`src/rtl/wb_timer_pkg.sv`:
```
// Purpose: register map and bit positions for the Wishbone timer monitor.
//   Register indices are word offsets (byte address bits [4:2]); bit
//   positions are shared with software headers.
package wb_timer_pkg;

  localparam logic [2:0] RegCtrl    = 3'd0;
  localparam logic [2:0] RegStatus  = 3'd1;
  localparam logic [2:0] RegCount   = 3'd2;
  localparam logic [2:0] RegCompare = 3'd3;
  localparam logic [2:0] RegDigit   = 3'd4;

  localparam int unsigned CtrlEnBit      = 0;
  localparam int unsigned CtrlIrqEnBit   = 1;
  localparam int unsigned CtrlClrBit     = 2;
  localparam int unsigned StatusMatchBit = 0;
  localparam int unsigned StatusOvfBit   = 1;

  // Byte address of a register given its word index.
  function automatic logic [31:0] reg_offset(input logic [2:0] idx);
    return {27'b0, idx, 2'b00};
  endfunction

endpackage

```
`src/rtl/wb_timer_monitor_if.sv`:
```
// Purpose: Wishbone classic slave bus bundle for the timer monitor.
//   Signal names keep the slave-side direction suffixes.
//   master modport: drives address/data/select/cycle/strobe/we, sees data/ack.
//   slave  modport: the reverse.
interface wb_timer_monitor_if;
  logic [31:0] wb_adr_i;
  logic [31:0] wb_dat_i;
  logic [3:0]  wb_sel_i;
  logic        wb_cyc_i;
  logic        wb_stb_i;
  logic        wb_we_i;
  logic [31:0] wb_dat_o;
  logic        wb_ack_o;

  modport master (
    output wb_adr_i, wb_dat_i, wb_sel_i, wb_cyc_i, wb_stb_i, wb_we_i,
    input  wb_dat_o, wb_ack_o
  );

  modport slave (
    input  wb_adr_i, wb_dat_i, wb_sel_i, wb_cyc_i, wb_stb_i, wb_we_i,
    output wb_dat_o, wb_ack_o
  );
endinterface

```
`src/rtl/wb_slave_if.sv`:
```
// Purpose: Wishbone handshake for the timer monitor. Registers ack one clock
//   after a request, captures read data on that same edge, and exposes the
//   decoded register index, byte lanes and a write strobe to the register file.
// Ports:
//   clk, rst     clock, async active-high reset
//   wb           Wishbone slave modport
//   i_rdata      read data for the currently addressed register
//   o_wr_en      write takes effect on this clock's rising edge
//   o_reg_idx    word index (adr[4:2])
//   o_byte_en    byte lane enables for writes
module wb_slave_if (
  input  logic              clk,
  input  logic              rst,
  wb_timer_monitor_if.slave wb,
  input  logic [31:0]       i_rdata,
  output logic              o_wr_en,
  output logic [2:0]        o_reg_idx,
  output logic [3:0]        o_byte_en
);

  logic        r_ack;
  logic [31:0] r_dat;
  logic        w_req;
  logic        w_unused_adr;

  // Gating with ack makes a held strobe produce ack on every second clock.
  assign w_req     = wb.wb_cyc_i & wb.wb_stb_i & ~r_ack;
  assign o_wr_en   = w_req & wb.wb_we_i;
  assign o_reg_idx = wb.wb_adr_i[4:2];
  assign o_byte_en = wb.wb_sel_i;

  assign w_unused_adr = ^{wb.wb_adr_i[31:5], wb.wb_adr_i[1:0]};

  always_ff @(posedge clk or posedge rst) begin
    if (rst) begin
      r_ack <= 1'b0;
      r_dat <= '0;
    end else begin
      r_ack <= w_req;
      r_dat <= (w_req & ~wb.wb_we_i) ? i_rdata : '0;
    end
  end

  assign wb.wb_ack_o = r_ack;
  assign wb.wb_dat_o = r_dat;

endmodule

```
`src/rtl/wb_timer_monitor.sv`:
```
// Purpose: Wishbone-controlled monitor for the digit timer. Drives the timer
//   enable, counts enabled ticks, captures the digit per counted tick, flags
//   compare matches and counter overflow, and raises a level interrupt.
// Ports:
//   clk, rst     clock, async active-high reset
//   wb           Wishbone slave modport
//   tick_i       one-clock tick pulse from the timer
//   digit_i      timer's current digit
//   enable_o     timer enable (CTRL.en)
//   irq_o        registered irq_en & (match | ovf)
module wb_timer_monitor
  import wb_timer_pkg::*;
#(
  parameter int unsigned CNT_W   = 32,
  parameter int unsigned DIGIT_W = 4
) (
  input  logic               clk,
  input  logic               rst,
  wb_timer_monitor_if.slave  wb,
  input  logic               tick_i,
  input  logic [DIGIT_W-1:0] digit_i,
  output logic               enable_o,
  output logic               irq_o
);

  logic               r_en;
  logic               r_irq_en;
  logic               r_match;
  logic               r_ovf;
  logic [CNT_W-1:0]   r_count;
  logic [CNT_W-1:0]   r_compare;
  logic [DIGIT_W-1:0] r_digit;
  logic               r_irq;

  logic        w_wr_en;
  logic [2:0]  w_reg_idx;
  logic [3:0]  w_byte_en;
  logic [31:0] w_rdata;
  logic [31:0] w_cmp_merged;
  logic        w_unused_cmp;

  logic             w_ctrl_wr;
  logic             w_status_w1c;
  logic             w_cmp_wr;
  logic             w_clr;
  logic             w_tick;
  logic [CNT_W-1:0] w_count_inc;
  logic             w_wrap;
  logic             w_hit;
  logic             w_clr_match;
  logic             w_clr_ovf;

  wb_slave_if u_slave (
    .clk       (clk),
    .rst       (rst),
    .wb        (wb),
    .i_rdata   (w_rdata),
    .o_wr_en   (w_wr_en),
    .o_reg_idx (w_reg_idx),
    .o_byte_en (w_byte_en)
  );

  assign w_ctrl_wr    = w_wr_en && (w_reg_idx == RegCtrl) && w_byte_en[0];
  assign w_status_w1c = w_wr_en && (w_reg_idx == RegStatus) && w_byte_en[0];
  assign w_cmp_wr     = w_wr_en && (w_reg_idx == RegCompare);
  assign w_clr        = w_ctrl_wr & wb.wb_dat_i[CtrlClrBit];

  // Gated by the enable currently held, not one being written this clock.
  assign w_tick      = tick_i & r_en;
  assign w_count_inc = r_count + CNT_W'(1);
  // A clear in the same clock overrides the tick's count result, so neither
  // wrap nor match is flagged then.
  assign w_wrap      = w_tick & ~w_clr & (r_count == '1);
  assign w_hit       = w_tick & ~w_clr & (w_count_inc == r_compare);
  assign w_clr_match = w_status_w1c & wb.wb_dat_i[StatusMatchBit];
  assign w_clr_ovf   = w_status_w1c & wb.wb_dat_i[StatusOvfBit];

  always_comb begin
    w_cmp_merged = 32'(r_compare);
    for (int b = 0; b < 4; b++) begin
      if (w_byte_en[b]) w_cmp_merged[8*b +: 8] = wb.wb_dat_i[8*b +: 8];
    end
  end
  assign w_unused_cmp = ^w_cmp_merged;

  always_comb begin
    w_rdata = '0;
    case (w_reg_idx)
      RegCtrl: begin
        w_rdata[CtrlEnBit]    = r_en;
        w_rdata[CtrlIrqEnBit] = r_irq_en;
      end
      RegStatus: begin
        w_rdata[StatusMatchBit] = r_match;
        w_rdata[StatusOvfBit]   = r_ovf;
      end
      RegCount:   w_rdata = 32'(r_count);
      RegCompare: w_rdata = 32'(r_compare);
      RegDigit:   w_rdata = 32'(r_digit);
      default:    w_rdata = '0;
    endcase
  end

  always_ff @(posedge clk or posedge rst) begin
    if (rst) begin
      r_en      <= 1'b0;
      r_irq_en  <= 1'b0;
      r_match   <= 1'b0;
      r_ovf     <= 1'b0;
      r_count   <= '0;
      r_compare <= '0;
      r_digit   <= '0;
      r_irq     <= 1'b0;
    end else begin
      if (w_ctrl_wr) begin
        r_en     <= wb.wb_dat_i[CtrlEnBit];
        r_irq_en <= wb.wb_dat_i[CtrlIrqEnBit];
      end
      if (w_cmp_wr) r_compare <= w_cmp_merged[CNT_W-1:0];
      if (w_tick) begin
        r_count <= w_count_inc;
        r_digit <= digit_i;
      end
      if (w_clr) r_count <= '0;
      // Hardware set beats a software clear in the same clock.
      r_match <= (r_match & ~w_clr_match) | w_hit;
      r_ovf   <= (r_ovf & ~w_clr_ovf) | w_wrap;
      r_irq   <= r_irq_en & (r_match | r_ovf);
    end
  end

  assign enable_o = r_en;
  assign irq_o    = r_irq;

endmodule

```
`src/flat_wrapper.sv`:
```
// flat-port wrapper written by rule: the top's interface ports become plain ports
module wb_timer_monitor_flat import wb_timer_pkg::*;
#(
  parameter int unsigned CNT_W   = 32,
  parameter int unsigned DIGIT_W = 4
)
  (clk, rst, tick_i, digit_i, enable_o, irq_o, wb_wb_adr_i, wb_wb_dat_i, wb_wb_sel_i, wb_wb_cyc_i, wb_wb_stb_i, wb_wb_we_i, wb_wb_dat_o, wb_wb_ack_o);
  wb_timer_monitor_if wb_i ();
  input  logic clk;
  input  logic rst;
  input  logic tick_i;
  input  logic [DIGIT_W-1:0] digit_i;
  output logic enable_o;
  output logic irq_o;
  input wire logic [$bits(wb_i.wb_adr_i)-1:0] wb_wb_adr_i;
  input wire logic [$bits(wb_i.wb_dat_i)-1:0] wb_wb_dat_i;
  input wire logic [$bits(wb_i.wb_sel_i)-1:0] wb_wb_sel_i;
  input wire logic [$bits(wb_i.wb_cyc_i)-1:0] wb_wb_cyc_i;
  input wire logic [$bits(wb_i.wb_stb_i)-1:0] wb_wb_stb_i;
  input wire logic [$bits(wb_i.wb_we_i)-1:0] wb_wb_we_i;
  output wire logic [$bits(wb_i.wb_dat_o)-1:0] wb_wb_dat_o;
  output wire logic [$bits(wb_i.wb_ack_o)-1:0] wb_wb_ack_o;
  assign wb_i.wb_adr_i = wb_wb_adr_i;
  assign wb_i.wb_dat_i = wb_wb_dat_i;
  assign wb_i.wb_sel_i = wb_wb_sel_i;
  assign wb_i.wb_cyc_i = wb_wb_cyc_i;
  assign wb_i.wb_stb_i = wb_wb_stb_i;
  assign wb_i.wb_we_i = wb_wb_we_i;
  assign wb_wb_dat_o = wb_i.wb_dat_o;
  assign wb_wb_ack_o = wb_i.wb_ack_o;
  wb_timer_monitor #(.CNT_W(CNT_W), .DIGIT_W(DIGIT_W)) u_core (.clk(clk), .rst(rst), .wb(wb_i), .tick_i(tick_i), .digit_i(digit_i), .enable_o(enable_o), .irq_o(irq_o));
endmodule
```
`config.mk`:
```
export PLATFORM = sky130hd
export DESIGN_NAME = wb_timer_monitor_flat
export DESIGN_NICKNAME = d
export VERILOG_FILES = /design/src/rtl/wb_timer_pkg.sv /design/src/rtl/wb_timer_monitor_if.sv /design/src/rtl/wb_slave_if.sv /design/src/rtl/wb_timer_monitor.sv /design/src/flat_wrapper.sv
export SDC_FILE = /design/constraint.sdc
export NUM_CORES = 1
export LEC_CHECK = 0
export ABC_CLOCK_PERIOD_IN_PS = 4950
export BUFFER_PORTS_ARGS = -buffer_cell sky130_fd_sc_hd__buf_2
export CORE_AREA = 2 2 101 103
export CTS_BUF_LIST = sky130_fd_sc_hd__clkbuf_4 sky130_fd_sc_hd__clkbuf_8 sky130_fd_sc_hd__clkbuf_16
export CTS_CLUSTER_DIAMETER = 100
export DETAILED_ROUTE_END_ITERATION = 6
export DIE_AREA = 0 0 103 105
export MAX_ROUTING_LAYER = met4
export PLACE_DENSITY = 0.95
export SLEW_MARGIN = 20
export SYNTH_ARGS = -nofsm -noshare
export SYNTH_HDL_FRONTEND = slang
export SYNTH_HIERARCHICAL = 1
export SYNTH_SLANG_ARGS = --single-unit
```
`constraint.sdc`:
```
create_clock -name clk -period 4.95 [get_ports clk]
set_input_delay 0.2475 -clock clk [delete_from_list [all_inputs] [get_ports clk]]
set_output_delay 0.2475 -clock clk [all_outputs]
set_load 0.03 [all_outputs]
```
## After elaboration in Yosys (flattened, before gate mapping)

Index checks and enable logic that the tools add are counted.
Widths: inputs -> output; s select.

- Bits in registers: 106
- Input port bits: 78
- Output and inout port bits: 35
- Word-level logic and storage cells: 58

- $add $sub $neg: 1
- Equality and inequality tests: 6
- Mux-type cells: 5
- Bitwise gates (word level): 22
- Reductions and logical operators: 11

Operators by type and width:

| kind | number |
|---|---|
| $mux 32 | 3 |
| $pmux 30 s3 | 1 |
| $add 32x1->32 const B | 1 |
| $eq 32x32->1 | 1 |
| $eq 32x32->1 const B | 1 |
| $and 1x1->1 | 14 |
| $pmux 2 s5 | 1 |
| $reduce_and 2->1 | 4 |
| $eq 3x2->1 const B | 2 |
| $logic_and 1x1->1 | 5 |
| $not 1->1 | 5 |
| $eq 3x1->1 const B | 1 |
| $eq 3x3->1 const B | 1 |
| $logic_not 3->1 | 1 |
| $or 1x1->1 | 3 |
| $reduce_bool 2->1 | 1 |

## Logic depth before layout (Yosys ltp)

- Depth after elaboration: 10
- Depth in mapped cells: 10
- Depth with buffers taken out: 9

## Hierarchy

Netlist, hierarchy kept.

Modules (own cells, without submodules):

| module | instances | cells each | area an instance (um^2) |
|---|---|---|---|
| wb_timer_monitor | 1 | 491 | 4599.4 |
| wb_slave_if | 1 | 80 | 1147.4 |

## Worst setup path before layout

No wires, ideal clock.

- Path kind: reg-to-reg
- From: reg u_core.r_count[1]
- To: reg u_core.r_match
- Setup time: 104 ps
- Data arrival time: 2190 ps
- Required time: 4846 ps
- Path slack: 2656 ps
- Stages on the path, launching flop included: 10
- Path buffers: 1
- Path through: dfrtp_1 ha_1 buf_2 nand3_1 nor3_2 a21oi_1 a211oi_1 nand4_1 a2111o_1 o41ai_2

- Longest elaborated chain between the ends: 4

RTL lines:

| element | line | text |
|---|---|---|
| start, declared | wb_timer_monitor.sv:30 | `logic [CNT_W-1:0] r_count;` |
| start signal, assigned | wb_timer_monitor.sv:121 | `r_count <= w_count_inc;` |
| $add 32x1->32 | wb_timer_monitor.sv:70 | `assign w_count_inc = r_count + CNT_W'(1);` |
| $eq 32x32->1 | wb_timer_monitor.sv:74 | `assign w_hit = w_tick & ~w_clr & (w_count_inc == r_compare);` |
| $and 1x1->1 | wb_timer_monitor.sv:74 |  |
| $or 1x1->1 | wb_timer_monitor.sv:126 | `r_match <= (r_match & ~w_clr_match) \| w_hit;` |
| end signal, assigned | wb_timer_monitor.sv:126 |  |
| end, declared | wb_timer_monitor.sv:28 | `logic r_match;` |

Every way passes these cells.
A chain may end at the register's enable or synchronous reset.

## Worst setup path after layout

- From: reg u_core.r_count[0]
- To: reg u_core.r_match

Same word-level chain as after synthesis.

==> flow_summary.ini <==
[sta]
post-route-period-util = 0.592
setup_viol_count_final = 0
clock.fmax_mhz = 342
tightest_slew_ns = 0.952
finClkSkew_ns = 0.0130
min_period_ns = 2.93
tns_ns = 0
slew_headroom = 0.365
rsz0062_at_grt = false
finalHoldViolations = 0
slew_violations = 0

[synth]
synth-async-reset-ratio = 1.00
syn-num-nets = 650
ys_seq_area_frac = 0.462
synth-seq-cells = 106
synth_edf_count = 0
synth.distinct_cells = 58
syn_avg_cell_area_um2 = 10.1
synth.largest_area_cell = dfrtp_1
yosysTopAreaCellShare = 0.462
syn-cell-area_um2 = 5750
synth_ff_type = dfrtp_1
yosys_warnings = 6
synth.area.top_cells = dfrtp_1, mux2_2, xnor2_1
synth_cells = 571

[pwr]
clockPowerShare = 0.340
leakagePower_nw = 3.03
total_power_mw = 1.97
ir_drop_mv = 0.205
power_density_nw_per_um2 = 308
switchingPower_mw = 0.522
power_frac_comb = 0.151
seqPwrFrac = 0.509
switching_share = 0.265
power.internal_mw = 1.45

[routing]
num_vias = 4545
viasPerCell = 5.97
drt-wirelength-per-cell_um = 17.6
dr.pass1.iters = 5
drt_iter0_markers = 309
wl_um = 13400
ant_nets = 0
remaining_drc_errors = 0

[clocking]
cts_made_buffers = 9
ctsHtreeMaxLevel = 3
cts_root_buf = clkbuf_8
clkTransAtPathRegs_ns = 0.10
clkLatencyLatePin_ns = 0.38
cts_tree = built
clockBufferDepth = 2
cts_sinks = 106

[cells_and_area]
regArea_um2 = 2650
antenna_cells = 0
fin_nets = 703
final_layout_size_suffix_gt1_frac = 0.244
multi_input_area_um2 = 2810
area_growth_pct = 11.2
fillCellCount = 767

[job]
maxCapViolCount = 0

[setup_path]
r2r_start = u_core/r_count[0]
cp.required_ns = 5.23
crit_path_cell_trace = ha_1 > and3_1 > nand3_2 > o21a_1 > or3_1 > a21o_1 > a2111o_1 > o41ai_2
critPathLaunchType = flop
crit_path_end_kind = flop
cp_slowest_cell = dfrtp_1
worst-path-max-fanout = 11
cp.arrival_ns = 3.21
crit_start = u_core/r_count[0]
max_stage_delay_ns = 0.53
crit_family = compound AO/OA/AOI/OAI gates
worstPathBufferInverterCount = 0
critPathKind = flop to flop

[floorplan]
io_pins = 113
rows = 36
core_area_um2 = 9640
die_x_um = 103
start_util = 0.596
die_h_um = 105
fp.dieArea_um2 = 10800

[worst_hold_path]
hold_path.class = input port to flop
worstHoldStart = digit_i[1]

[global_route]
grt_pass1_wl_um = 21600
track_usage = 0.265
grt_overflow_total = 0
grt_pass1_vias = 4512
grt_max_degree = 74
antenna_found_initial = 0

[place]
routabilityCongestion = 0.933
dp_hpwl_um = 9200
port_buffers = 83

[outcome]
status = finished, final reports clean
through the flow:
stage | setup WS (ns) | hold WS (ns) | utilization | cells | instance area, um^2
after global placement | 2.17 | 0.370 | 0.635 | 745 | 6120
after global routing | 1.81 | 0.0425 | 0.663 | 761 | 6390
after floorplan | 2.66 | 0.353 | - | 571 | 5750
final | 2.02 | 0.0536 | 0.663 | 761 | 6390
after CTS | 2.04 | 0.0423 | 0.663 | 761 | 6390
after detailed placement | 2.07 | 0.395 | 0.635 | 745 | 6120
worst paths after layout:
check                                            endpoint  slack, ns  cells past startpoint
setup / recovery                           u_core/r_match       2.02                      8
min in group asynchronous  u_core/u_slave/wb.wb_dat_o[31]       0.53                      4
hold reg to reg                u_core/u_slave/wb.wb_ack_o       0.47                      1
max in group asynchronous            u_core/r_compare[25]       3.63                      4
hold / removal                          u_core/r_digit[1]       0.05                      3
setup reg to reg                           u_core/r_match       2.02                      8
registers in the layout (all words and copies together) (netlist names):
signal and cells:
u_core/r_compare 32, u_core/r_count 32, u_core/u_slave/wb.wb_dat_o 32, u_core/r_digit 4
u_core/enable_o 1, u_core/irq_o 1, u_core/r_irq_en 1, u_core/r_match 1
u_core/r_ovf 1, u_core/u_slave/wb.wb_ack_o 1
kinds of logic (layout without fill, tap and decap cells):
| family | Yosys count | in the layout | share of synthesized area |
|---|---|---|---|
| compound gates | 80 | 80 | 0.103 |
| xor+xnor | 63 | 63 | 0.0973 |
| fa+ha+maj | 1 | 1 | 0.00218 |
| buf+inv | 58 | 115 | 0.0503 |
| flops | 106 | 106 | 0.462 |
| mux | 39 | 39 | 0.0799 |
| simple gates | 224 | 224 | 0.206 |
layout by cell type (no fill, tap or decap), types with 4 or more instances in the layout:
cell type | Yosys | final
dfrtp_1 | 106 | 106
buf_2 | 11 | 83
nor2_1 | 46 | 45
nand2_1 | 41 | 41
and2_1 | 35 | 35
mux2_2 | 35 | 35
xnor2_1 | 33 | 33
nand3_1 | 29 | 29
xor2_1 | 29 | 29
a22o_1 | 29 | 29
o21ai_0 | 18 | 18
nand4_1 | 16 | 16
nor3_1 | 14 | 14
a21oi_1 | 11 | 11
and3_1 | 10 | 10
clkbuf_8 | 0 | 9
inv_1 | 10 | 9
or3_1 | 9 | 9
buf_4 | 9 | 6
bufinv_16 | 0 | 4
nor4_1 | 4 | 4
tightest hold or removal path, cell delays in order:
cell and delay [ns]:
buf_2 0.07, nand2_1 0.04, nand2_1 0.04
power by group through the flow:
stage	Clock, mW	Combinational, mW	Sequential, mW
final	0.669	0.297	1.00
after global placement	0	0.279	1.01
after floorplan	0	0.239	0.987
after CTS	0.680	0.296	1.00
after global routing	0.710	0.328	1.01
after detailed placement	0	0.294	1.02
Yosys cell counts, types with 3 or more instances:
cell        n
dfrtp_1   106
nand2_1    41
xnor2_1    33
nor3_1     14
clkbuf_1   22
buf_4       9
and3_1     10
a22o_1     29
inv_1      10
nand4_1    16
nor4_1      4
a21oi_1    11
and2_1     35
buf_2      11
or3_1       9
xor2_1     29
buf_6       3
nor2_1     46
nand3_1    29
o21ai_0    18
mux2_2     35
final cells by class:
type,instances,share of cell area
multi-input combinational,407,0.439
sequential,106,0.415
timing repair buffer,90,0.0736
tap,133,0.0260
clock inverter,6,0.0204
clock buffer,9,0.0194
inverter,10,0.00588
metal layers:
metal	vias to the layer above	global-route usage	part of all wire
met2	184	0.428	0.52
li1	2088	-	-
met1	2244	0.323	0.40
met5	-	-	0
met4	0	0.0987	0.023
met3	29	0.0609	0.058
repair_timing:
action                    CTS  global route
hold endpoints to repair   33             0
resized for setup           0             0
setup buffers               0             0
hold buffers                1             0
(Power assumes the default switching activity.)
